### src/rtl/led_pkg.sv
// rtl/led_pkg.sv - shared LED mode encodings and mode decode helper
package led_pkg;

    typedef enum logic [2:0] {
        MODE_OFF  = 3'd0,
        MODE_SLOW = 3'd1,
        MODE_FAST = 3'd2,
        MODE_ON   = 3'd3,
        MODE_ACT  = 3'd4,
        MODE_NACT = 3'd5
    } led_mode_e;

    // Encodings 6 and 7 are reserved and read as off.
    function automatic logic decode_mode(
        input logic [2:0] mode,
        input logic       slow_tap,
        input logic       fast_tap,
        input logic       flash
    );
        logic lit;
        case (mode)
            MODE_SLOW: lit = slow_tap;
            MODE_FAST: lit = fast_tap;
            MODE_ON:   lit = 1'b1;
            MODE_ACT:  lit = flash;
            MODE_NACT: lit = ~flash;
            default:   lit = 1'b0;
        endcase
        return lit;
    endfunction

endpackage

### src/rtl/led_pulse_stretch.sv
// rtl/led_pulse_stretch.sv - retriggerable stretcher turning 1-clock activity strobes into visible flashes
module led_pulse_stretch #(
    parameter int STRETCH_CYC = 4194304
) (
    input  logic clk,
    input  logic rst,
    input  logic act,
    output logic active
);

    localparam int CNT_W = $clog2(STRETCH_CYC + 1);

    logic [CNT_W-1:0] cnt;

    // A strobe always reloads, even on the clock the count would reach zero.
    always_ff @(posedge clk or negedge rst) begin
        if (!rst) begin
            cnt <= '0;
        end else if (act) begin
            cnt <= CNT_W'(STRETCH_CYC);
        end else if (cnt != '0) begin
            cnt <= cnt - 1'b1;
        end
    end

    assign active = (cnt != '0);

endmodule

### src/rtl/led_matrix_ctrl.sv
// rtl/led_matrix_ctrl.sv - row-scanned LED matrix driver with blink/activity modes and PWM dimming
module led_matrix_ctrl
    import led_pkg::*;
#(
    parameter int NUM_ROWS    = 4,
    parameter int NUM_COLS    = 4,
    parameter int SCAN_DIV    = 16384,
    parameter int BLANK_CYC   = 64,
    parameter int DUTY_W      = 4,
    parameter int SLOW_BIT    = 28,
    parameter int FAST_BIT    = 24,
    parameter int STRETCH_CYC = 4194304,
    parameter bit ROW_ACT_LOW = 1'b1,
    parameter bit COL_ACT_LOW = 1'b0
) (
    input  logic                             clk,
    input  logic                             rst,
    input  logic                             en,
    input  logic [DUTY_W-1:0]                brightness,
    input  logic [3*NUM_ROWS*NUM_COLS-1:0]   led_mode,
    input  logic [NUM_ROWS*NUM_COLS-1:0]     act,
    output logic [NUM_COLS-1:0]              scan_x,
    output logic [NUM_ROWS-1:0]              scan_y
);

    localparam int NLED   = NUM_ROWS * NUM_COLS;
    localparam int SLOT_W = $clog2(SCAN_DIV);
    localparam int ROW_W  = $clog2(NUM_ROWS);

    logic [SLOW_BIT:0]   timer;
    logic [SLOT_W-1:0]   slot;
    logic [ROW_W-1:0]    row;
    logic [NLED-1:0]     flash;
    logic                pwm_on;
    logic [NUM_COLS-1:0] col_on;
    logic [NUM_ROWS-1:0] row_on;

    for (genvar i = 0; i < NLED; i++) begin : g_led
        led_pulse_stretch #(
            .STRETCH_CYC(STRETCH_CYC)
        ) u_stretch (
            .clk   (clk),
            .rst   (rst),
            .act   (act[i]),
            .active(flash[i])
        );
    end

    // The low slot bits double as the PWM phase; the blank window guards row changeover.
    always_comb begin
        col_on = '0;
        row_on = en ? (NUM_ROWS'(1) << row) : '0;
        pwm_on = en && (int'(slot) >= BLANK_CYC) && (slot[DUTY_W-1:0] < brightness);
        for (int c = 0; c < NUM_COLS; c++) begin
            col_on[c] = pwm_on && decode_mode(led_mode[3*(int'(row)*NUM_COLS + c) +: 3],
                                              timer[SLOW_BIT], timer[FAST_BIT],
                                              flash[int'(row)*NUM_COLS + c]);
        end
    end

    always_ff @(posedge clk or negedge rst) begin
        if (!rst) begin
            timer  <= '0;
            slot   <= '0;
            row    <= '0;
            scan_x <= {NUM_COLS{COL_ACT_LOW}};
            scan_y <= {NUM_ROWS{ROW_ACT_LOW}};
        end else begin
            timer <= timer + 1'b1;
            slot  <= slot + 1'b1;
            if (slot == SLOT_W'(SCAN_DIV - 1)) begin
                row <= (row == ROW_W'(NUM_ROWS - 1)) ? '0 : row + 1'b1;
            end
            scan_x <= col_on ^ {NUM_COLS{COL_ACT_LOW}};
            scan_y <= row_on ^ {NUM_ROWS{ROW_ACT_LOW}};
        end
    end

endmodule

### config.mk
export PLATFORM = sky130hd
export DESIGN_NAME = led_matrix_ctrl
export DESIGN_NICKNAME = d
export VERILOG_FILES = /design/src/rtl/led_pkg.sv /design/src/rtl/led_pulse_stretch.sv /design/src/rtl/led_matrix_ctrl.sv
export SDC_FILE = /design/constraint.sdc
export NUM_CORES = 1
export LEC_CHECK = 0
export BUFFER_PORTS_ARGS = -buffer_cell sky130_fd_sc_hd__buf_4
export CORE_MARGIN = 2
export CORE_UTILIZATION = 58
export CTS_BUF_LIST = sky130_fd_sc_hd__clkbuf_4 sky130_fd_sc_hd__clkbuf_8
export CTS_CLUSTER_SIZE = 24
export DETAILED_ROUTE_END_ITERATION = 10
export GPL_TIMING_DRIVEN = 0
export PLACE_DENSITY = 0.76
export SLEW_MARGIN = 20
export SYNTH_ARGS = -nofsm -noshare
export SYNTH_HDL_FRONTEND = slang
export SYNTH_SLANG_ARGS = --single-unit
export TNS_END_PERCENT = 50
### constraint.sdc
create_clock -name clk -period 3.25 [get_ports clk]
set_input_delay 0.65 -clock clk [delete_from_list [all_inputs] [get_ports clk]]
set_output_delay 0.65 -clock clk [all_outputs]
set_load 0.1 [all_outputs]
==> qor.csv, run 1 <==
stage,metric,value,unit
setup_path,Crit. End Element,flop,
pwr,Internal,14.61,mW
detailed_routing,routed length on met2,22.53,mm
sta,Final setup violation count,0,
synthesis,Most used DFF post-synth,dfrtp_1,
grt,All-Layer GR Usage,25.40,%
pwr,Seq pwr share,36.2,%
setup_path,CP peak stage delay,0.42,ns
synthesis,Synth cell types,75,
detailed_routing,Final ANT Viol Nets,0,
clocking,clk_lat worst skew,0.64,ns
detailed_routing,drt pass-1 iters,5,
min_path,Worst Hold Path EP,g_led[8].u_stretch.cnt[3],
clocking,CTS tree,yes,
synthesis,Post-Synthesis Cell Area,22020,µm²
placed_design,hpwl dp,33.63,mm
synthesis,post-synth top area cell,dfrtp_1,
pwr,"Power, Total",24.60,mW
sta,hold slack,0.2026,ns
sta,post-route minimum period,3.154,ns
setup_path,"delay-heaviest family, CP",compound AO/OA/AOI/OAI gates,
setup_path,reg2reg setup slack,0.1,ns
setup_path,slowest cell on the critical path,dfrtp_2,
synthesis,"Avg Cell Area, Syn",9.887,µm²
setup_path,r2r startpoint,row[0],
sta,Max Freq,317.1,MHz
clocking,"CTS clk-pin slew, worst paths",0.06,ns
synthesis,Syn Nets,2342,
min_path,HP Class,in2reg,
setup_path,Most common cell on crit path,buf_12,
detailed_routing,Max Used Layer,met5,
min_path,WHS Path Cells,2,
synthesis,"Seq/Total Area, Yosys",47.87,%
floorplanning,Ports,79,
detailed_routing,Post-Route M1 WL,21.64,mm
floorplanning,Initial Util,58.73,%
floorplanning,DIE AREA,39540,µm²
clocking,Max Buffers Root-to-Sink,3,
synthesis,largest cells by area after synthesis,"dfrtp_1 (47%), nor2_1 (6.6%), xnor2_1 (6.6%)",
sta,Fin. Hold Viols,0,
detailed_routing,Iteration-0 DRC Markers,1011,
sta,Layout Skew,0.03169,ns
floorplanning,Die H,198.8,µm
sta,period utilization,97.04,%
setup_path,CP cell instances,buf_12 > buf_12 > clkinvlp_4 > buf_6 > ha_1 > nor2_4 > mux4_2 > o211ai_1 > o21ai_0 > xor2_1 > o32ai_4,
detailed_routing,via count,17140,
detailed_routing,DRT Wirelength,48.53,mm
pwr,leak pwr,10.98,nW
sta,Worst-Margin Slew,1.012,ns
setup_path,Worst Path Arrival,3.66,ns
synthesis,#FFs+latches synth,421,
detailed_routing,routed len/inst,16.36,µm
finish,share of cells above drive strength 1,12.37,%
clocking,H-tree levels,3,
floorplanning,Core Region,37490,µm²
sta,Max Slew Vio Count,0,
setup_path,reg2reg end,scan_x[3],
setup_path,critical path depth,11,
grt,global-route wire length before repair,82.28,mm
synthesis,top-area cell type share of the netlist area,47.39,%
clocking,CTS Sinks,421,
grt,initial antenna violation count,8,
detailed_routing,DRC Markers,0,
synthesis,"EDFF count, synth",0,
pwr,combinational share of power,42.2,%
synthesis,Ys Warns,0,
finish,"commonest cells after routing, fill and taps aside","dfrtp_1 (415), nor2_1 (389), xnor2_1 (166)",
pwr,peak supply drop,0.0004658,V
min_path,Hold Crit Start,act[8],
detailed_routing,Via density,5.778,
grt,vias in the first global route,17100,
pwr,Sw Share,40.61,%
setup_path,CP Class,reg2reg,
pwr,clock network power share,21.6,%
setup_path,crit path buf inv count,4,
pwr,switching pwr,9.989,mW
finish,nets,2505,
setup_path,Critical Path RT,3.76,ns
placed_design,Final GP Congestion,0.8889,
floorplanning,die width,198.8,µm
grt,largest net degree at the start of global routing,98,
detailed_routing,met3 wire length,2.645,mm
grt,grt ovf,0,
setup_path,"Max FO, Critical Path",12,
pwr,pwr dens,974.9,nW/µm²
finish,"commonest non-fill, non-tap cell in the layout",dfrtp_1,
floorplanning,# rows,71,
setup_path,startpoint types,flop,
finish,Syn-to-layout area delta,14.59,%
setup_path,worst reg-to-reg path cell count,11,
flow_run,total of max-cap violations,0,
synthesis,Syn Inst Count,2227,
sta,Slew headroom,32.55,%
placed_design,IO Port Bufs,76,
clocking,CTS Buf Count,74,
synthesis,asr flop ratio synth,100.0,%
status,status,"complete, no violations",
clocking,clock root cell,clkbuf_8,
registers in the layout, indices dropped and copies added (netlist names):
| signal | flops |
|---|---|
| g_led.u_stretch.cnt | 368 |
| row | 2 |
| timer | 29 |
| slot | 14 |
| scan_x | 4 |
| scan_y | 4 |
metal layers:
| metal | track usage [%] | up-vias |
|---|---|---|
| li1 | - | 8248 |
| met1 | 33.34 | 8397 |
| met2 | 40.48 | 375 |
| met3 | 6.019 | 119 |
| met4 | 10.89 | 4 |
| met5 | 0 | - |
Yosys cell counts, drive strengths merged (24+ instances only):
cell type	instances
ha	44
xnor2	166
nor3	98
xor2	150
a21oi	79
nand3b	24
inv	56
nand4	50
dfrtp	417
or3	63
o21ai	61
nor2	391
or4	44
nand2	71
nand2b	42
nand3	68
nor4	86
clkbuf	59
timing repair:
item	in CTS	in global routing
hold buffers	1	0
setup endpoints to repair	4	3
hold endpoints to repair	49	0
pin swaps	1	1
setup buffers	1	3
resized for setup	24	10
per-stage QoR:
stage | worst slack (ns) | std cells | TNS, ns | area (µm²) | util, %
after CTS | 0.01310 | 2958 | 0 | 25160 | 67.10
after global placement | -2.653 | 2814 | -1097.31 | 23230 | 61.97
after detailed placement | -1.386 | 2820 | -3.802 | 23390 | 62.40
after global routing | -0.02654 | 2967 | -0.03278 | 25230 | 67.31
final | 0.09621 | 2967 | 0 | 25230 | 67.31
after floorplan | 0.008058 | 2227 | 0 | 22020 | -
power groups by stage:
stage                     Combinational (mW)  Clock, mW  Sequential (mW)
after floorplan                         8.44          0             8.51
after global placement                  9.88          0             8.79
after detailed placement                10.3          0             8.91
after CTS                               10.4       5.44             8.87
after global routing                    11.8       5.68             9.19
final                                   10.4       5.32             8.90
worst max-delay path by stage:
stage	from	slack [ns]	endpoint
after floorplan	row[0]	0.008	scan_x[3]
after global placement	rst	-2.65	g_led[2].u_stretch.cnt[2]
after detailed placement	row[0]	-1.39	scan_x[3]
after CTS	row[0]	0.01	scan_x[3]
after global routing	row[0]	-0.03	scan_x[3]
final	row[0]	0.1	scan_x[3]
cell type report:
type / instances / area (µm²)
Inverter: 56 / 214.0
Buffer: 69 / 346.6
Clock buffer: 121 / 1540
Fill cell: 2902 / 12260
Clock inverter: 15 / 116.4
Tap cell: 511 / 639.4
Antenna cell: 6 / 15.01
Timing Repair Buffer: 87 / 760.7
Multi-Input combinational cell: 1681 / 11060
Sequential cell: 421 / 10540
logic make-up after synthesis:
family / share of synthesized area, %
buf+inv: 2.205
fa+ha+maj: 2.500
flops: 47.87
xor+xnor: 12.57
compound gates: 6.876
mux: 2.961
simple gates: 25.02
Power figures use the tool's default switching activity.
==> inputs of run 2 (changes only) <==
--- a/config.mk
+++ b/config.mk
@@ -6,6 +6,7 @@
 export NUM_CORES = 1
 export LEC_CHECK = 0
 export BUFFER_PORTS_ARGS = -buffer_cell sky130_fd_sc_hd__buf_4
+export CORE_ASPECT_RATIO = 1.75
 export CORE_MARGIN = 2
 export CORE_UTILIZATION = 58
 export CTS_BUF_LIST = sky130_fd_sc_hd__clkbuf_4 sky130_fd_sc_hd__clkbuf_8
==> run 2 against run 1 <==
Against the previous run:
- sequential share of layout area up 0.66 points
- critical path type unchanged
- total power down 2.4%
- clock skew down 0.016 ns
- critical path depth down 4
- fmax down 0.62%
- combinational power about the same
- sequential power about the same
- largest power group unchanged
==> qor.csv, run 2 (synthesis results as in run 1) <==
stage,metric,value,unit
status,status,"complete, no violations",
detailed_routing,Final ANT Viol Nets,0,
sta,Slew headroom,30.98,%
setup_path,Most common cell on crit path,or4_4,
setup_path,CP cell instances,or4_4 > or4_4 > buf_6 > nor4_1 > mux4_2 > xor2_1 > a21oi_1,
detailed_routing,DRC Markers,0,
grt,largest net degree at the start of global routing,104,
floorplanning,die width,151.3,µm
setup_path,reg2reg setup slack,0.08,ns
setup_path,Worst Path Arrival,3.64,ns
sta,post-route minimum period,3.173,ns
finish,nets,2489,
pwr,peak supply drop,0.0005314,V
setup_path,r2r startpoint,g_led[9].u_stretch.cnt[9],
placed_design,IO Port Bufs,76,
clocking,CTS tree,yes,
sta,Worst-Margin Slew,1.022,ns
pwr,leak pwr,10.83,nW
detailed_routing,Iteration-0 DRC Markers,871,
sta,Max Slew Vio Count,0,
placed_design,hpwl dp,33.49,mm
floorplanning,Core Region,37520,µm²
clocking,H-tree levels,2,
sta,period utilization,97.64,%
floorplanning,# rows,94,
floorplanning,Initial Util,58.69,%
grt,global-route wire length before repair,79.78,mm
clocking,clock root cell,clkbuf_8,
setup_path,"Max FO, Critical Path",7,
detailed_routing,via count,16990,
setup_path,startpoint types,flop,
grt,routing usage on met1,28.79,%
grt,vias in the first global route,17540,
sta,Fin. Hold Viols,0,
placed_design,Final GP Congestion,0.8613,
finish,"commonest non-fill, non-tap cell in the layout",dfrtp_1,
grt,initial antenna violation count,3,
finish,"commonest cells after routing, fill and taps aside","dfrtp_1 (416), nor2_1 (389), xnor2_1 (166)",
floorplanning,DIE AREA,39600,µm²
placed_design,"Cell Area, Placed",23330,µm²
setup_path,slowest cell on the critical path,nor4_1,
detailed_routing,drt pass-1 iters,5,
finish,Regs by FF count,"g_led.u_stretch.cnt: 368 flops, timer: 29 flops, slot: 14 flops",
finish,share of cells above drive strength 1,11.30,%
sta,RSZ-0062 raised after global routing,yes,
sta,Layout Skew,0.01522,ns
detailed_routing,routed len/inst,16.04,µm
setup_path,CP peak stage delay,0.66,ns
grt,grt ovf,0,
min_path,Hold Crit Start,en,
sta,Final setup violation count,0,
sta,Max Freq,315.1,MHz
finish,"Most flops, register",g_led.u_stretch.cnt,
flow_run,total of max-cap violations,0,
detailed_routing,DRT Wirelength,46.61,mm
floorplanning,Ports,79,
finish,final instance area,24830,µm²
setup_path,Crit. End Element,flop,
floorplanning,Die H,261.8,µm
sta,hold slack,0.1985,ns
min_path,HP Class,in2reg,
setup_path,Critical Path RT,3.72,ns
clocking,clk_lat worst skew,0.63,ns
finish,max FFs per register,368,
clocking,"CTS clk-pin slew, worst paths",0.06,ns
grt,busiest grt layer,met2,
grt,met3 usage,4.514,%
setup_path,critical path launch point,g_led[9].u_stretch.cnt[9],
clocking,CTS Sinks,421,
clocking,CTS Buf Count,60,
pwr,pwr dens,966.5,nW/µm²
grt,All-Layer GR Usage,24.17,%
finish,Fillers,2928,
finish,Syn-to-layout area delta,12.79,%
detailed_routing,Via density,5.847,
setup_path,CP Class,reg2reg,
grt,met2 Resource Use GR,43.56,%
clocking,Max Buffers Root-to-Sink,3,
-- run 2: cell count changes in the layout (fill, tap and decap cells not counted), sizes merged --
cell	delta
clkinvlp	-1
bufinv	+3
clkinv	+3
buf	-2
diode	-5
clkbuf	-26
inv	-2
-- run 2: critical path, delay by kind of cell, from the launching register on --
| kind | cells | cell delay [ns] |
|---|---|---|
| AO/OA/AOI/OAI | 1 | 0.12 |
| XOR/XNOR | 1 | 0.15 |
| buffers and inverters | 1 | 0.15 |
| flip-flops | 1 | 0.40 |
| multiplexers | 1 | 0.44 |
| AND/OR/NAND/NOR | 3 | 1.78 |
-- run 2: routing by layer --
metal / vias up / share of wire [%]
met1: 8353 / 41
met5: - / 0.049
met4: 4 / 2.5
met2: 322 / 52
met3: 100 / 5.1
li1: 8211 / -
-- run 2: final timing paths --
check	depth (start not counted)	end
hold / removal	2	scan_y[3]
setup reg to reg	7	scan_x[1]
min in group asynchronous	2	g_led[7].u_stretch.cnt[19]
hold reg to reg	1	timer[26]
max in group asynchronous	4	g_led[8].u_stretch.cnt[1]
setup / recovery	7	scan_x[1]
-- run 2: where the power goes --
group | switching [mW] | internal, mW
clock network | 2.03 | 2.65
registers | 1.85 | 7.05
logic | 5.97 | 4.46
total | 9.85 | 14.2
-- run 2: area by class of cell --
class / instances / area, µm² / area share [%]
Multi-Input combinational cell: 1681 / 11040 / 44.45
Clock buffer: 95 / 1189 / 4.786
Clock inverter: 18 / 198.9 / 0.8011
Sequential cell: 421 / 10540 / 42.45
Inverter: 56 / 210.2 / 0.8464
Timing Repair Buffer: 85 / 728.2 / 2.932
Buffer: 69 / 325.3 / 1.310
Antenna cell: 1 / 2.502 / 0.01008
Tap cell: 480 / 600.6 / 2.418
-- run 2: metrics by stage --
step           utilization [%]  power [mW]  setup slack (ns)  TNS [ns]  instances
6_report                 66.19       24.00           0.07665         0       2906
5_1_grt                  66.19       25.99          -0.04576  -0.04576       2906
4_1_cts                  66.03       24.12           0.01790         0       2903
3_5_place_dp             62.18       19.27            -1.028    -2.719       2788
3_3_place_gp             61.81       18.76            -2.570  -1052.28       2783
2_1_floorplan                -       16.95          0.008058         0       2227
-- run 2: repair_timing --
item                                    4_1_cts  5_1_grt
endpoints found under the setup margin        4       11
setup buffers                                 1        2
hold buffers                                  1        0
gates resized for setup                      14       11
pin swaps                                     0        0
endpoints found under the hold margin        68        0
==> inputs of run 3 (changes only) <==
==> constraint.sdc (replaced) <==
create_clock -name clk -period 3.25 [get_ports clk]
set_input_delay 0 -clock clk [delete_from_list [all_inputs] [get_ports clk]]
set_output_delay 0 -clock clk [all_outputs]
set_load 0.1 [all_outputs]
==> run 3 against run 2 <==
Against the previous run:
- first-iteration DRC count stayed put
- clock skew grew 0.0018 ns
- die area unchanged
- register-to-register slack about the same
- fmax up 0.33%
- non-clock buffer count up 39
- combinational power is essentially flat
- sequential power is essentially flat
- via count is 0.57% higher
- total power is 0.22% higher
- critical path type unchanged
- highest routed layer unchanged
==> qor.csv, run 3 (synthesis results as in run 1) <==
stage,metric,value,unit
grt,vias in the first global route,17770,
sta,Max Freq,316.2,MHz
status,status,"complete, no violations",
grt,global-route wire length before repair,81.03,mm
sta,Worst-Margin Slew,1.026,ns
pwr,pwr dens,953.0,nW/µm²
finish,final core occ,67.28,%
floorplanning,Initial Util,58.69,%
sta,setup_tns,0,ns
floorplanning,DIE AREA,39600,µm²
finish,Fillers,2888,
grt,met2 Resource Use GR,44.96,%
floorplanning,Die H,261.8,µm
grt,All-Layer GR Usage,24.52,%
floorplanning,# rows,94,
clocking,CTS Buf Count,60,
finish,Syn-to-layout area delta,14.64,%
grt,routing usage on met1,29.38,%
placed_design,Final GP Congestion,0.8613,
placed_design,hpwl dp,33.49,mm
finish,Regs by FF count,"g_led.u_stretch.cnt: 368 flops, timer: 29 flops, slot: 14 flops",
detailed_routing,Iteration-0 DRC Markers,871,
finish,"commonest non-fill, non-tap cell in the layout",dfrtp_1,
sta,final worst slack,0.08699,ns
detailed_routing,routed len/inst,16.10,µm
finish,share of cells above drive strength 1,11.16,%
detailed_routing,via count,17090,
clocking,clock root cell,clkbuf_8,
finish,"Most flops, register",g_led.u_stretch.cnt,
grt,largest net degree at the start of global routing,104,
sta,post-route minimum period,3.163,ns
clocking,H-tree levels,2,
clocking,CTS tree,yes,
setup_path,reg2reg setup slack,0.09,ns
clocking,CTS Sinks,421,
clocking,"CTS clk-pin slew, worst paths",0.06,ns
finish,nets,2528,
placed_design,placed insts,2788,
sta,Fin. Hold Viols,0,
grt,met3 usage,3.750,%
placed_design,post-placement setup slack,-1.028,ns
placed_design,IO Port Bufs,76,
setup_path,CP Class,reg2reg,
sta,period utilization,97.32,%
min_path,HP Class,in2reg,
pwr,peak supply drop,0.0005307,V
detailed_routing,Via density,5.802,
floorplanning,Ports,79,
setup_path,startpoint types,flop,
finish,max FFs per register,368,
detailed_routing,DRC Markers,0,
sta,Max Slew Vio Count,0,
sta,Final setup violation count,0,
clocking,clk_lat worst skew,0.62,ns
finish,final cell count without fillers,2945,
setup_path,Crit. End Element,flop,
pwr,leak pwr,11.00,nW
grt,initial antenna violation count,3,
detailed_routing,drt pass-1 iters,5,
sta,Layout Skew,0.01705,ns
sta,Slew headroom,30.73,%
detailed_routing,Final ANT Viol Nets,0,
setup_path,"Max FO, Critical Path",12,
grt,grt ovf,0,
setup_path,Worst Path Arrival,3.65,ns
clocking,Max Buffers Root-to-Sink,3,
finish,"commonest cells after routing, fill and taps aside","dfrtp_1 (416), nor2_1 (389), xnor2_1 (166)",
floorplanning,Core Region,37520,µm²
setup_path,Critical Path RT,3.74,ns
sta,RSZ-0062 raised after global routing,yes,
flow_run,total of max-cap violations,0,
floorplanning,die width,151.3,µm
grt,busiest grt layer,met2,
detailed_routing,DRT Wirelength,47.40,mm
==> run 3: cell count changes in the layout (fill, tap and decap cells not counted), sizes merged <==
cell / change
buf: +1
dlygate4sd3: +38
==> run 3: final timing paths <==
| path | start | to | depth (start not counted) |
|---|---|---|---|
| max in group asynchronous | rst | g_led[8].u_stretch.cnt[1] | 5 |
| worst min-delay path | led_mode[33] | scan_x[1] | 5 |
| worst max register to register | row[0] | scan_x[3] | 14 |
| worst max-delay path | row[0] | scan_x[3] | 14 |
| min in group asynchronous | rst | g_led[7].u_stretch.cnt[19] | 4 |
| worst min register to register | timer[5] | timer[5] | 1 |
==> run 3: timing repair <==
item,in CTS,in global routing
setup endpoints to repair,4,11
endpoints found under the hold margin,582,1
gates resized for setup,14,11
hold buffers,39,1
setup buffers,1,2
==> run 3: cell type report <==
class	instances	area (µm²)	share of cell area, %
tap	480	600.6	2.379
buffer	69	325.3	1.289
timing repair buffer	124	1136	4.501
sequential	421	10540	41.76
multi-input combinational	1681	11040	43.73
inverter	56	210.2	0.8328
clock buffer	95	1189	4.709
clock inverter	18	198.9	0.7881
antenna	1	2.502	0.009914
==> run 3: layer usage <==
| metal | wire, µm | share of wire [%] |
|---|---|---|
| met5 | 27 | 0.057 |
| met4 | 998 | 2.1 |
| met3 | 1892 | 4.0 |
| met2 | 24780 | 52 |
| met1 | 19710 | 42 |
==> run 3: where the power goes <==
group	switching [mW]	leakage (nW)	total [mW]	internal, mW
sequential	1.86	5.58	8.90	7.05
clock	2.03	0.738	4.67	2.65
combinational	5.98	4.68	10.5	4.50
total	9.87	11.0	24.1	14.2
==> run 3: worst max-delay path, cell delays in order, from the launching register on <==
cell and delay [ns]:
dfrtp_2 0.48, buf_12 0.18, buf_8 0.15, inv_1 0.20
buf_6 0.21, ha_1 0.26, buf_6 0.16, buf_6 0.15
buf_4 0.18, mux4_2 0.21, o21ai_0 0.07, a21oi_1 0.16
a31oi_1 0.08, buf_4 0.18, o32ai_2 0.34
==> run 3: metrics by stage <==
stage	power, mW	instance area, µm²	hold slack [ns]
after floorplan	16.95	22020	-0.2956
after global placement	18.76	23190	0.1691
after detailed placement	19.27	23330	-0.01237
after CTS	24.17	25170	0.0008765
after global routing	26.03	25240	0.05346
final	24.05	25240	0.04798
